## src/rtl/imm_pkg.sv

```systemverilog
// Shared constants for the RV32I immediate generator: opcodes and format codes.
package imm_pkg;

    // Major opcodes, Inst[6:0]
    localparam logic [6:0] OP_IMM = 7'b0010011;
    localparam logic [6:0] LOAD   = 7'b0000011;
    localparam logic [6:0] JALR   = 7'b1100111;
    localparam logic [6:0] SYSTEM = 7'b1110011;
    localparam logic [6:0] STORE  = 7'b0100011;
    localparam logic [6:0] BRANCH = 7'b1100011;
    localparam logic [6:0] LUI    = 7'b0110111;
    localparam logic [6:0] AUIPC  = 7'b0010111;
    localparam logic [6:0] JAL    = 7'b1101111;

    // Immediate format codes as seen on imm_fmt
    localparam logic [2:0] FMT_NONE = 3'd0;
    localparam logic [2:0] FMT_I    = 3'd1;
    localparam logic [2:0] FMT_S    = 3'd2;
    localparam logic [2:0] FMT_B    = 3'd3;
    localparam logic [2:0] FMT_U    = 3'd4;
    localparam logic [2:0] FMT_J    = 3'd5;

endpackage

```

## src/rtl/imm_generator_if.sv

```systemverilog
// Decode-side bus of the immediate generator: instruction in, registered immediate out.
interface imm_generator_if #(
    parameter int unsigned XLEN = 32
);
    logic [XLEN-1:0] Inst;
    logic            inst_vld;
    logic [XLEN-1:0] Imm;
    logic [2:0]      imm_fmt;
    logic            imm_vld;

    // Instruction source (decode stage front end)
    modport master (
        output Inst,
        output inst_vld,
        input  Imm,
        input  imm_fmt,
        input  imm_vld
    );

    // Immediate generator
    modport slave (
        input  Inst,
        input  inst_vld,
        output Imm,
        output imm_fmt,
        output imm_vld
    );
endinterface

```

## src/rtl/imm_decode.sv

```systemverilog
// Combinational RV32I immediate decode: instruction word -> {format, sign-extended immediate}.
module imm_decode
    import imm_pkg::*;
(
    input  logic [31:0] inst,
    output logic [2:0]  fmt,
    output logic [31:0] imm
);

    logic s;
    assign s = inst[31];

    // Classify by the full 7-bit opcode and assemble the matching immediate
    always_comb begin
        fmt = FMT_NONE;
        imm = 32'd0;
        unique case (inst[6:0])
            OP_IMM, LOAD, JALR, SYSTEM: begin
                // Shift amounts ride in [4:0]; [11:5] pass through untouched.
                fmt = FMT_I;
                imm = {{20{s}}, inst[31:20]};
            end
            STORE: begin
                fmt = FMT_S;
                imm = {{20{s}}, inst[31:25], inst[11:7]};
            end
            BRANCH: begin
                fmt = FMT_B;
                imm = {{19{s}}, s, inst[7], inst[30:25], inst[11:8], 1'b0};
            end
            LUI, AUIPC: begin
                fmt = FMT_U;
                imm = {inst[31:12], 12'b0};
            end
            JAL: begin
                fmt = FMT_J;
                imm = {{11{s}}, s, inst[19:12], inst[20], inst[30:21], 1'b0};
            end
            default: begin
                fmt = FMT_NONE;
                imm = 32'd0;
            end
        endcase
    end

endmodule

```

## src/rtl/imm_generator.sv

```systemverilog
// RV32I immediate generator: registers the decoded immediate so it lines up with the
// decode/execute pipeline register. One cycle latency, never stalls.
module imm_generator
    import imm_pkg::*;
#(
    parameter int unsigned XLEN = 32
) (
    input  logic           clk,
    input  logic           rst,
    imm_generator_if.slave bus
);

    logic [2:0]      fmt_d;
    logic [XLEN-1:0] imm_d;
    logic [2:0]      fmt_q;
    logic [XLEN-1:0] imm_q;
    logic            vld_q;

    imm_decode u_decode (
        .inst (bus.Inst),
        .fmt  (fmt_d),
        .imm  (imm_d)
    );

    // Capture the decode on valid instructions; hold otherwise so Imm stays stable
    always_ff @(posedge clk or posedge rst) begin
        if (rst) begin
            imm_q <= '0;
            fmt_q <= FMT_NONE;
            vld_q <= 1'b0;
        end else begin
            if (bus.inst_vld) begin
                imm_q <= imm_d;
                fmt_q <= fmt_d;
            end
            vld_q <= bus.inst_vld;
        end
    end

    // Drive the registered results onto the bus
    always_comb begin
        bus.Imm     = imm_q;
        bus.imm_fmt = fmt_q;
        bus.imm_vld = vld_q;
    end

endmodule

```

## src/flat_wrapper.sv

```systemverilog
// flat-port wrapper written by rule: the top's interface ports become plain ports
module imm_generator_flat import imm_pkg::*;
#(
    parameter int unsigned XLEN = 32
)
  (clk, rst, bus_Inst, bus_inst_vld, bus_Imm, bus_imm_fmt, bus_imm_vld);
  imm_generator_if #(.XLEN(XLEN)) bus_i ();
  input  logic clk;
  input  logic rst;
  input wire logic [$bits(bus_i.Inst)-1:0] bus_Inst;
  input wire logic [$bits(bus_i.inst_vld)-1:0] bus_inst_vld;
  output wire logic [$bits(bus_i.Imm)-1:0] bus_Imm;
  output wire logic [$bits(bus_i.imm_fmt)-1:0] bus_imm_fmt;
  output wire logic [$bits(bus_i.imm_vld)-1:0] bus_imm_vld;
  assign bus_i.Inst = bus_Inst;
  assign bus_i.inst_vld = bus_inst_vld;
  assign bus_Imm = bus_i.Imm;
  assign bus_imm_fmt = bus_i.imm_fmt;
  assign bus_imm_vld = bus_i.imm_vld;
  imm_generator #(.XLEN(XLEN)) u_core (.clk(clk), .rst(rst), .bus(bus_i));
endmodule
```

## config.mk

```make
export PLATFORM = sky130hd
export DESIGN_NAME = imm_generator_flat
export DESIGN_NICKNAME = d
export VERILOG_FILES = /design/src/rtl/imm_pkg.sv /design/src/rtl/imm_generator_if.sv /design/src/rtl/imm_decode.sv /design/src/rtl/imm_generator.sv /design/src/flat_wrapper.sv
export SDC_FILE = /design/constraint.sdc
export NUM_CORES = 1
export LEC_CHECK = 0
export BUFFER_PORTS_ARGS = -buffer_cell sky130_fd_sc_hd__buf_2
export CORE_MARGIN = 5
export CORE_UTILIZATION = 52
export CTS_BUF_LIST = sky130_fd_sc_hd__clkbuf_4 sky130_fd_sc_hd__clkbuf_8
export DETAILED_ROUTE_END_ITERATION = 12
export HOLD_SLACK_MARGIN = 0.05
export PLACE_DENSITY = 0.82
export SKIP_CTS_REPAIR_TIMING = 1
export SLEW_MARGIN = 0
export SYNTH_ARGS = -nofsm -noshare
export SYNTH_HDL_FRONTEND = slang
export SYNTH_HIERARCHICAL = 1
export SYNTH_SLANG_ARGS = --single-unit
export TNS_END_PERCENT = 20
```

## constraint.sdc

```tcl
create_clock -name clk -period 1.4 [get_ports clk]
set_input_delay 0.28 -clock clk [delete_from_list [all_inputs] [get_ports clk]]
set_output_delay 0.28 -clock clk [all_outputs]
set_load 0.05 [all_outputs]
```

Yosys cells after proc, flatten, opt, wreduce, memory -nomap -nowiden:

Cells that the tools add are included.
Widths: inputs -> output; s select.

* register bits after elaboration: 36
* bits of input ports: 35
* output and inout port bits: 36

* eq/ne operators: 9
* multiplexer cells: 2
* reduce and logical (&&, ||, !) cells: 2

Operator list (count)
* $pmux 32 s5: 1
* $eq 7x7->1 const B: 4
* $pmux 3 s5: 1
* $eq 7x5->1 const B: 2
* $eq 7x6->1 const B: 2
* $eq 7x2->1 const B: 1
* $reduce_or 4->1: 1
* $reduce_or 2->1: 1

Depth between registers and ports, before layout:

Gate-level depths: netlist of the first run.

* depth in word-level cells: 3
* gate-level depth with buffers: 7
* gate-level depth less buffers: 4

Hierarchy:

The synthesis of the first run kept the hierarchy.

Modules (own cells, without submodules)
* imm_generator: times used 1, cells an instance 76, area each 1482.7 um^2
* imm_decode: times used 1, cells an instance 107, area each 678.2 um^2

Worst setup path before layout of the first run:

No wires, ideal clock.

* path kind: input-to-reg
* start: input bus_Inst[5]
* end: register u_core.imm_q[20] (netlist: u_core/bus.Imm[20])
* library setup time: 0.125 ns
* data arrival time: 1.406 ns
* data required time: 1.275 ns
* setup slack: -0.131 ns
* stages: 7
* path buffers: 3
* path through: buf_6 and2_0 clkbuf_1 o2111ai_1 buf_4 nand3_1 mux2_4

* cells in the longest elaborated chain, start to end: 3
* elaborated cells between the ends (all ways): 12

RTL lines
* start: declaration: RTL line flat_wrapper.sv:10 `input wire logic [$bits(bus_i.Inst)-1:0] bus_Inst;`
* $eq 7x5->1, or another cell as far along: RTL line imm_decode.sv:17 `unique case (inst[6:0])`
* $reduce_or 4->1 or $reduce_or 2->1 (tied branches): RTL line imm_decode.sv:17
* $pmux 32 s5 (*): RTL line imm_decode.sv:17
* via u_core.imm_d[20]: RTL line imm_generator.sv:14 `logic [XLEN-1:0] imm_d;`
* end signal: assignment: RTL line imm_generator.sv:33 `imm_q <= imm_d;`
* end: declaration: RTL line imm_generator.sv:16 `logic [XLEN-1:0] imm_q;`

Mark *: on every way through the listed nets, which the timed path passes. The rest lies on a longest branch.
A chain may end at the register's enable or synchronous reset.

Worst setup path in the final report of the first run:

* start: input bus_Inst[4]
* end: register u_core.imm_q[16] (netlist: u_core/bus.Imm[16])

Same word-level chain as after synthesis.

==> results.toml, run 1 <==
[outcome]
status = "completed"

[timing]
fin_setup_tns_ns = 0
rsz0062_at_grt = "no"
fmax_mhz = 751.1
fin_crit_sh_pct = 95.10
fin_worst_skew_ns = 0
hold_slack_ns = 0.09446
setup_violations = 0
fin_ws_ns = 0.06861
slew_violations = 0
max_slew_margin_pct = 67.05
period_minus_slack_ns = 1.331
worstMarginPinSlew_ns = 0.4901
hold_viol_final = 0

[worst_setup_path]
end_kind = "flip-flop"
critPathRequiredTime_ns = 1.57
critPathKind = "primary input to flip-flop"
slowest_delay_ns = 0.34
cp_top_family = "compound AO/OA/AOI/OAI gates"
arrival_ns = 1.50
crit_path_start_kind = "primary input"
worst_path_max_delay_cell = "o211a_1"
cp_cell_sequence = "buf_2, and4b_1, o211a_1, a21o_1, mux2_4"
worst-path-buf-inv = 1
path_max_fanout = 9

[placement]
pre_cts_ws_ns = -0.2329
detailed_place_hpwl_um = 3965
dp.cells = 312
io_buffers = 70
place_congestion = 0.9360

[route]
ant_nets = 0
wl_per_cell_um = 16.28
vias = 1754
drc_errors = 0
first_pass_iters = 4
drt_iter0_markers = 127
post_drt_via_cell_ratio = 5.498
drt_wl_total_um = 5192

[finish]
layout_commonest_cell = "buf_2"
fin_cells = 319
fin_nets = 304
drive_gt1_share_pct = 55.39
antenna_cells = 0
final_util_pct = 69.75
area_growth_pct = 30.05
layout_common_cells = "70 x buf_2, 36 x dfrtp_1, 32 x nand3_1"

[grt]
track_usage_pct = 19.74
grt_pass1_wl_um = 8362
grt_max_degree = 37
grt_pass1_vias = 1781
antenna_found_initial = 0
grt_overflow = 0

[floorplanning]
initial_core_util_pct = 53.63
die_area_um2 = 5544
io_pins = 71
chipWidth_um = 74.46
rows = 23
fp.coreArea_um2 = 4029
die_y_um = 74.46

[clock_network]
cts_buffer_depth = 2
numCtsBuffers = 5
clock_sinks = 36
h-tree-depth = 2
cts.reportedPaths.clkPinSlew_ns = 0.06
clk_latency_ns = 0.28
clock_tree.root_cell = "clkbuf_8"
cts_tree = "done"

[yosys]
netlist_area_um2 = 2161
syn-num-nets = 218
ys_types = 41
ys_seq_area_share_pct = 41.69
yosys_warnings = 6
syn_inst = 183
ys_seq_elements = 36
avgSynthCellArea_um2 = 11.81

[power]
powerDensity_nw_per_um2 = 823.9
p_leak_nw = 1.623
ir_worst_vdd_mv = 0.6224

[job]
maxCapViolCount = 0

[worst_hold_path]
worstHoldPathType = "primary input to async pin"
sequential cells by signal, indices dropped and copies added, names as in the netlist:
| name | cells |
|---|---|
| u_core/bus.imm_vld | 1 |
| u_core/bus.Imm | 32 |
| u_core/bus.imm_fmt | 3 |
logic make-up (layout without fill, tap and decap cells):
kind of cell | count (synthesis) | in the layout | share of synthesized area (%)
flip-flops | 36 | 36 | 41.69
multiplexers | 36 | 36 | 23.91
buffers and inverters | 19 | 105 | 6.890
AND/OR/NAND/NOR | 66 | 66 | 18.65
AO/OA/AOI/OAI | 25 | 25 | 8.454
XOR/XNOR | 1 | 1 | 0.4054
layout make-up:
| type | count | area (um2) |
|---|---|---|
| Inverter | 2 | 7.507 |
| Sequential cell | 36 | 900.9 |
| Tap cell | 50 | 62.56 |
| Multi-Input combinational cell | 128 | 1147 |
| Timing Repair Buffer | 96 | 595.6 |
| Fill cell | 315 | 1219 |
| Clock buffer | 7 | 96.34 |
power breakdown:
part           leakage (nW)  total, W  switching, W  internal (W)
logic                  1.08  0.000458      0.000274      0.000184
clock network        0.0503  0.000777      0.000339      0.000438
registers             0.497   0.00108     0.0000146       0.00107
synthesized netlist by cell type, drive strengths merged:
master | n | area [um2]
and3b | 1 | 8.760
a2111oi | 1 | 8.760
o2111a | 1 | 12.51
nor4b | 1 | 15.01
o211a | 1 | 10.01
nor2 | 1 | 3.750
mux2 | 35 | 506.7
nor2b | 1 | 6.260
a31oi | 1 | 6.260
dfrtp | 36 | 900.9
nand3b | 1 | 7.510
nor3 | 1 | 5.000
and4bb | 1 | 12.51
a211oi | 1 | 7.510
nand4 | 1 | 6.260
a21o | 8 | 60.06
and2b | 1 | 7.510
and3 | 1 | 6.260
o211ai | 4 | 30.03
nand2 | 4 | 15.01
o2111ai | 2 | 17.52
nor4 | 1 | 12.51
or4 | 1 | 7.510
inv | 2 | 7.510
a21oi | 5 | 25.02
and4b | 1 | 10.01
and4 | 1 | 8.760
nand4b | 1 | 8.760
nand3 | 35 | 175.2
nor3b | 9 | 67.56
clkbuf | 5 | 18.77
mux2i | 1 | 10.01
o21ai | 1 | 5.000
buf | 12 | 122.6
and2 | 3 | 18.77
xor2 | 1 | 8.760
worst paths after layout:
check,depth (start not counted),slack [ns],start,end
max,5,0.07,bus_Inst[4],u_core/bus.Imm[16]
min,3,0.09,rst,u_core/bus.Imm[26]
max reg2reg,1,0.61,u_core/bus.Imm[20],u_core/bus.Imm[20]
min reg2reg,1,0.51,u_core/bus.Imm[3],u_core/bus.Imm[3]
max in group asynchronous,3,0.99,rst,u_core/bus.Imm[14]
min in group clk,1,0.24,bus_inst_vld,u_core/bus.imm_vld
per-layer routing:
| metal | up-vias | global-route usage [%] | part of all wire, % |
|---|---|---|---|
| met5 | - | 0 | 0 |
| met4 | 0 | 4.545 | 0.54 |
| met3 | 4 | 6.486 | 7.1 |
| met2 | 64 | 32.39 | 49 |
| met1 | 838 | 25.40 | 44 |
| li1 | 848 | - | - |
metrics by stage:
step | cell area (um2) | power, W
after CTS | 2795 | 0.002334
after detailed placement | 2699 | 0.001553
after global routing | 2810 | 0.002426
final | 2810 | 0.002315
after global placement | 2699 | 0.001546
after floorplan | 2192 | 0.001400
Note: power is estimated with default switching activity, not from simulation.
==> inputs of run 2 (changes only) <==
--- a/config.mk
+++ b/config.mk
@@ -7,11 +7,11 @@
 export LEC_CHECK = 0
 export BUFFER_PORTS_ARGS = -buffer_cell sky130_fd_sc_hd__buf_2
 export CORE_MARGIN = 5
-export CORE_UTILIZATION = 52
+export CORE_UTILIZATION = 47
 export CTS_BUF_LIST = sky130_fd_sc_hd__clkbuf_4 sky130_fd_sc_hd__clkbuf_8
 export DETAILED_ROUTE_END_ITERATION = 12
 export HOLD_SLACK_MARGIN = 0.05
-export PLACE_DENSITY = 0.82
+export PLACE_DENSITY = 0.78
 export SKIP_CTS_REPAIR_TIMING = 1
 export SLEW_MARGIN = 0
 export SYNTH_ARGS = -nofsm -noshare
==> constraint.sdc (replaced) <==
create_clock -name clk -period 1.1 [get_ports clk]
set_input_delay 0.22 -clock clk [delete_from_list [all_inputs] [get_ports clk]]
set_output_delay 0.22 -clock clk [all_outputs]
set_load 0.05 [all_outputs]
==> run 2 against run 1 <==
  * Power grew 43%
  * Combinational power grew 60%
  * Die area grew 9.2%
  * Global-route usage shrank 1.4 points
  * Sequential share of layout area shrank 5.1 points
  * Largest power group unchanged
  * The flow now finishes with violations (setup timing)
  * Critical endpoint is now u_core/bus.Imm[31]
  * Setup slack lost 0.14 ns
  * Non-clock buffer count grew 9
  * Flip-flop and latch count is the same
  * Highest routed layer unchanged
  * Clock power grew 53%
  * Sequential power grew 28%
  * Cell area grew 19%
  * First-iteration DRC count shrank 5.5%
==> results.toml, run 2 (same netlist as run 1, synthesis figures left out) <==
[outcome]
status = "finished, violations left"
violations = "setup timing"

[floorplanning]
fp.coreArea_um2 = 4414
die_y_um = 77.81
initial_core_util_pct = 48.95
die_area_um2 = 6054
io_pins = 71
rows = 24
chipWidth_um = 77.81

[finish]
layout_commonest_cell = "buf_6"
antenna_cells = 0
drive_gt1_share_pct = 61.79
fillerInstances = 278
fin_nets = 314
layout_common_cells = "38 x buf_6, 36 x dfrtp_1, 31 x mux2_4"
area_growth_pct = 54.37
largest_reg_flops = 32
final_util_pct = 75.57
fin_cells = 332

[clock_network]
h-tree-depth = 2
cts.reportedPaths.clkPinSlew_ns = 0.07
numCtsBuffers = 5
clock_tree.root_cell = "clkbuf_8"
cts_tree = "done"
clk_latency_ns = 0.29
clock_sinks = 36
cts_buffer_depth = 2

[worst_setup_path]
r2r_slack_ns = 0.29
cp_cell_sequence = "buf_12, buf_4, and3b_1, or4_4, a21oi_2, mux2_4"
path_max_fanout = 6
arrival_ns = 1.41
worst-path-buf-inv = 2
slowest_delay_ns = 0.41
critPathRequiredTime_ns = 1.33
worst_path_max_delay_cell = "or4_4"
cp_top_family = "simple AND/OR/NAND/NOR gates"
critPathKind = "primary input to flip-flop"
reg2reg_depth = 1
end_kind = "flip-flop"
regToRegStartpoint = "u_core/bus.Imm[31]"
crit_path_start_kind = "primary input"
r2r_end = "u_core/bus.Imm[31]"

[worst_hold_path]
worst_hold_path.num_cells = 3
worstHoldPathType = "primary input to flip-flop"
worstHoldStart = "bus_Inst[15]"
hold_end = "u_core/bus.Imm[15]"

[placement]
pre_cts_ws_ns = -0.4842
detailed_place_hpwl_um = 3959
io_buffers = 70
dp.cells = 320
place_congestion = 0.9039

[grt]
grt_pass1_vias = 1849
grt_pass1_wl_um = 8928
grt_max_degree = 37
track_usage_pct = 18.30
grt_overflow = 0
antenna_found_initial = 0

[route]
drt_iter0_markers = 120
drc_errors = 0
vias = 1904
first_pass_iters = 4
ant_nets = 0
drt_wl_total_um = 6308
post_drt_via_cell_ratio = 5.735
wl_per_cell_um = 19.00

[power]
seq_power_share_pct = 41.8
switching_share_pct = 27.67
ir_worst_vdd_mv = 0.7513
p_leak_nw = 1.777
power.switching_w = 0.0009150
internal-power_w = 0.002392
clkPwrFrac_pct = 36.0
combPwrFrac_pct = 22.2
powerDensity_nw_per_um2 = 991.3

[timing]
rsz0062_at_grt = "yes"
fin_crit_sh_pct = 106.6
fin_worst_skew_ns = 0
setup_violations = 11
hold_viol_final = 0
fin_ws_ns = -0.07220
fmax_mhz = 853.1
slew_violations = 0
max_slew_margin_pct = 75.40
worstMarginPinSlew_ns = 0.3691
fin_setup_tns_ns = -0.2578
period_minus_slack_ns = 1.172

[job]
maxCapViolCount = 0
[run 2: final cells by class]
class / count / area (um2) / area share, %
Tap cell: 52 / 65.06 / 1.950
Multi-Input combinational cell: 129 / 1277 / 38.30
Inverter: 2 / 7.507 / 0.2251
Clock inverter: 2 / 35.03 / 1.050
Clock buffer: 6 / 76.32 / 2.288
Timing Repair Buffer: 105 / 973.4 / 29.18
Sequential cell: 36 / 900.9 / 27.01
[run 2: through the flow]
stage	total power [W]	instance area [um2]	hold WS [ns]
2_1_floorplan	0.001783	2207	0.2514
6_report	0.003307	3336	0.2491
3_5_place_dp	0.002000	2774	0.2905
4_1_cts	0.003195	2885	-0.02924
5_1_grt	0.003442	3336	0.2553
3_3_place_gp	0.001991	2774	0.2784
[run 2: worst max-delay path by stage]
stage | from | endpoint | slack (ns) | depth (start not counted)
2_1_floorplan | bus_Inst[5] | u_core/bus.Imm[14] | -0.30 | 6
3_3_place_gp | bus_Inst[6] | u_core/bus.Imm[6] | -0.46 | 6
3_5_place_dp | bus_Inst[4] | u_core/bus.Imm[19] | -0.48 | 5
4_1_cts | bus_Inst[4] | u_core/bus.Imm[16] | -0.17 | 5
5_1_grt | bus_Inst[5] | u_core/bus.Imm[31] | -0.09 | 6
6_report | bus_Inst[5] | u_core/bus.Imm[31] | -0.07 | 6
[run 2: power by group through the flow]
stage | Sequential [W] | Combinational [W] | Clock (W)
6_report | 0.00138 | 0.000735 | 0.00119
5_1_grt | 0.00139 | 0.000777 | 0.00128
4_1_cts | 0.00137 | 0.000603 | 0.00122
3_5_place_dp | 0.00140 | 0.000601 | 0
3_3_place_gp | 0.00140 | 0.000592 | 0
2_1_floorplan | 0.00152 | 0.000266 | 0
[run 2: metal layers]
layer,track usage (%),vias up,part of all wire [%]
met5,0,-,0
met4,4.124,0,2.5
met3,5.440,16,8.7
met2,28.96,94,49
met1,24.71,925,40
li1,-,869,-
==> inputs of run 3 (changes only) <==
--- a/config.mk
+++ b/config.mk
@@ -10,7 +10,8 @@
 export CORE_UTILIZATION = 47
 export CTS_BUF_LIST = sky130_fd_sc_hd__clkbuf_4 sky130_fd_sc_hd__clkbuf_8
 export DETAILED_ROUTE_END_ITERATION = 12
-export HOLD_SLACK_MARGIN = 0.05
+export GPL_TIMING_DRIVEN = 0
+export HOLD_SLACK_MARGIN = 0.03
 export PLACE_DENSITY = 0.78
 export SKIP_CTS_REPAIR_TIMING = 1
 export SLEW_MARGIN = 0
==> run 3 against run 2 <==
  * The flow still finishes with violations (setup timing)
  * Cell count fell by 4.2%
  * Critical endpoint is now u_core/bus.Imm[9]
  * Register-to-register slack about the same
  * Global-route usage is 0.68 points lower
  * Flip-flop and latch count did not move
==> results.toml, run 3 (same netlist as run 1, synthesis figures left out) <==
[finish]
area_growth_pct = 52.40
fin_area_um2 = 3293
drive_gt1_share_pct = 64.66
antenna_cells = 0
layout_common_cells = "42 x buf_6, 36 x dfrtp_1, 33 x mux2_4"
fin_nets = 301
largest_reg_flops = 32
layout_commonest_cell = "buf_6"

[outcome]
violations = "setup timing"
status = "finished, violations left"

[worst_setup_path]
path_max_fanout = 5
reg2reg_depth = 1
regToRegStartpoint = "u_core/bus.Imm[24]"
critPathKind = "primary input to flip-flop"
critPathRequiredTime_ns = 1.27
r2r_end = "u_core/bus.Imm[24]"
r2r_slack_ns = 0.29
end_kind = "flip-flop"
slowest_delay_ns = 0.27
cp_top_family = "buffers and inverters"
worst_path_max_delay_cell = "mux2_4"
cp_cell_sequence = "buf_6, and2_4, buf_6, buf_4, a21oi_2, buf_4, nor3b_2, mux2_4"
arrival_ns = 1.39
worst-path-buf-inv = 4
crit_path_start_kind = "primary input"

[route]
first_pass_iters = 4
post_drt_via_cell_ratio = 5.808
ant_nets = 0
drt_iter0_markers = 117
wl_per_cell_um = 19.27
vias = 1847
drc_errors = 0
drt_wl_total_um = 6129

[job]
maxCapViolCount = 0

[power]
powerDensity_nw_per_um2 = 942.3
switching_share_pct = 27.74
ir_worst_vdd_mv = 0.9067
seq_power_share_pct = 44.6
power.switching_w = 0.0008609
p_leak_nw = 1.736
internal-power_w = 0.002242
clkPwrFrac_pct = 32.0
combPwrFrac_pct = 23.5

[grt]
grt_pass1_vias = 1785
track_usage_pct = 17.62
grt_overflow = 0
grt_pass1_wl_um = 8638
antenna_found_initial = 0
grt_max_degree = 37

[clock_network]
h-tree-depth = 2
clock_sinks = 36
cts.reportedPaths.clkPinSlew_ns = 0.06
cts_buffer_depth = 2
clock_tree.root_cell = "clkbuf_8"
cts_tree = "done"
clk_latency_ns = 0.28
numCtsBuffers = 5

[floorplanning]
chipWidth_um = 77.81
io_pins = 71
die_y_um = 77.81
fp.coreArea_um2 = 4414
die_area_um2 = 6054
rows = 24
initial_core_util_pct = 48.95

[placement]
io_buffers = 69
place_congestion = 0.8269
detailed_place_hpwl_um = 3810
place_area_um2 = 2618
pre_cts_ws_ns = -0.5932

[timing]
slew_violations = 0
fin_ws_ns = -0.1209
fin_crit_sh_pct = 111.0
fmax_mhz = 819.0
period_minus_slack_ns = 1.221
max_slew_margin_pct = 49.32
rsz0062_at_grt = "yes"
worstMarginPinSlew_ns = 0.7591
hold_viol_final = 0
fin_worst_skew_ns = 0
setup_violations = 28

[worst_hold_path]
worstHoldStart = "bus_inst_vld"
hold_end = "u_core/bus.imm_vld"
worstHoldPathType = "primary input to flip-flop"
worst_hold_path.num_cells = 1
[run 3: cell type report]
class                   count  area [um2]
multi-input cells         128        1328
fillers                   271        1121
flip-flops and latches     36       900.9
repair buffers             78       690.7
plain buffers              15       205.2
clock buffers               7       96.34
well taps                  52       65.06
inverters                   2       7.507
[run 3: how the worst max path moves through the flow]
| stage | from | to | slack, ns | cells after the start |
|---|---|---|---|---|
| final | bus_Inst[6] | u_core/bus.Imm[9] | -0.12 | 8 |
| after global routing | bus_Inst[3] | u_core/bus.Imm[0] | -0.13 | 6 |
| after CTS | bus_Inst[3] | u_core/bus.Imm[9] | -0.29 | 6 |
| after detailed placement | bus_Inst[3] | u_core/bus.Imm[9] | -0.59 | 6 |
| after global placement | bus_Inst[3] | u_core/bus.Imm[10] | -0.57 | 6 |
| after floorplan | bus_Inst[5] | u_core/bus.Imm[14] | -0.30 | 6 |
[run 3: stage by stage]
stage | util (%) | std cells | total power, W | hold slack [ns] | setup TNS, ns
final | 74.60 | 318 | 0.003103 | 0.06398 | -2.004
after global routing | 74.60 | 318 | 0.003218 | 0.05087 | -2.437
after CTS | 61.48 | 311 | 0.002960 | 0.05556 | -10.88
after detailed placement | 59.30 | 304 | 0.001949 | 0.3554 | -31.58
after global placement | 59.30 | 304 | 0.001944 | 0.3522 | -30.07
after floorplan | - | 183 | 0.001783 | 0.2514 | -8.129
[run 3: power by group through the flow]
stage	Combinational, W	Sequential, W	Clock, W
2_1_floorplan	0.000266	0.00152	0
3_3_place_gp	0.000546	0.00140	0
3_5_place_dp	0.000550	0.00140	0
4_1_cts	0.000553	0.00137	0.00103
5_1_grt	0.000763	0.00139	0.00107
6_report	0.000728	0.00138	0.000992
[run 3: metal layers]
layer / GRT usage (%) / vias up / part of all wire [%]
li1: - / 848 / -
met1: 22.94 / 918 / 41
met2: 28.05 / 74 / 51
met3: 6.597 / 7 / 7.1
met4: 3.608 / 0 / 1.1
met5: 0 / - / 0
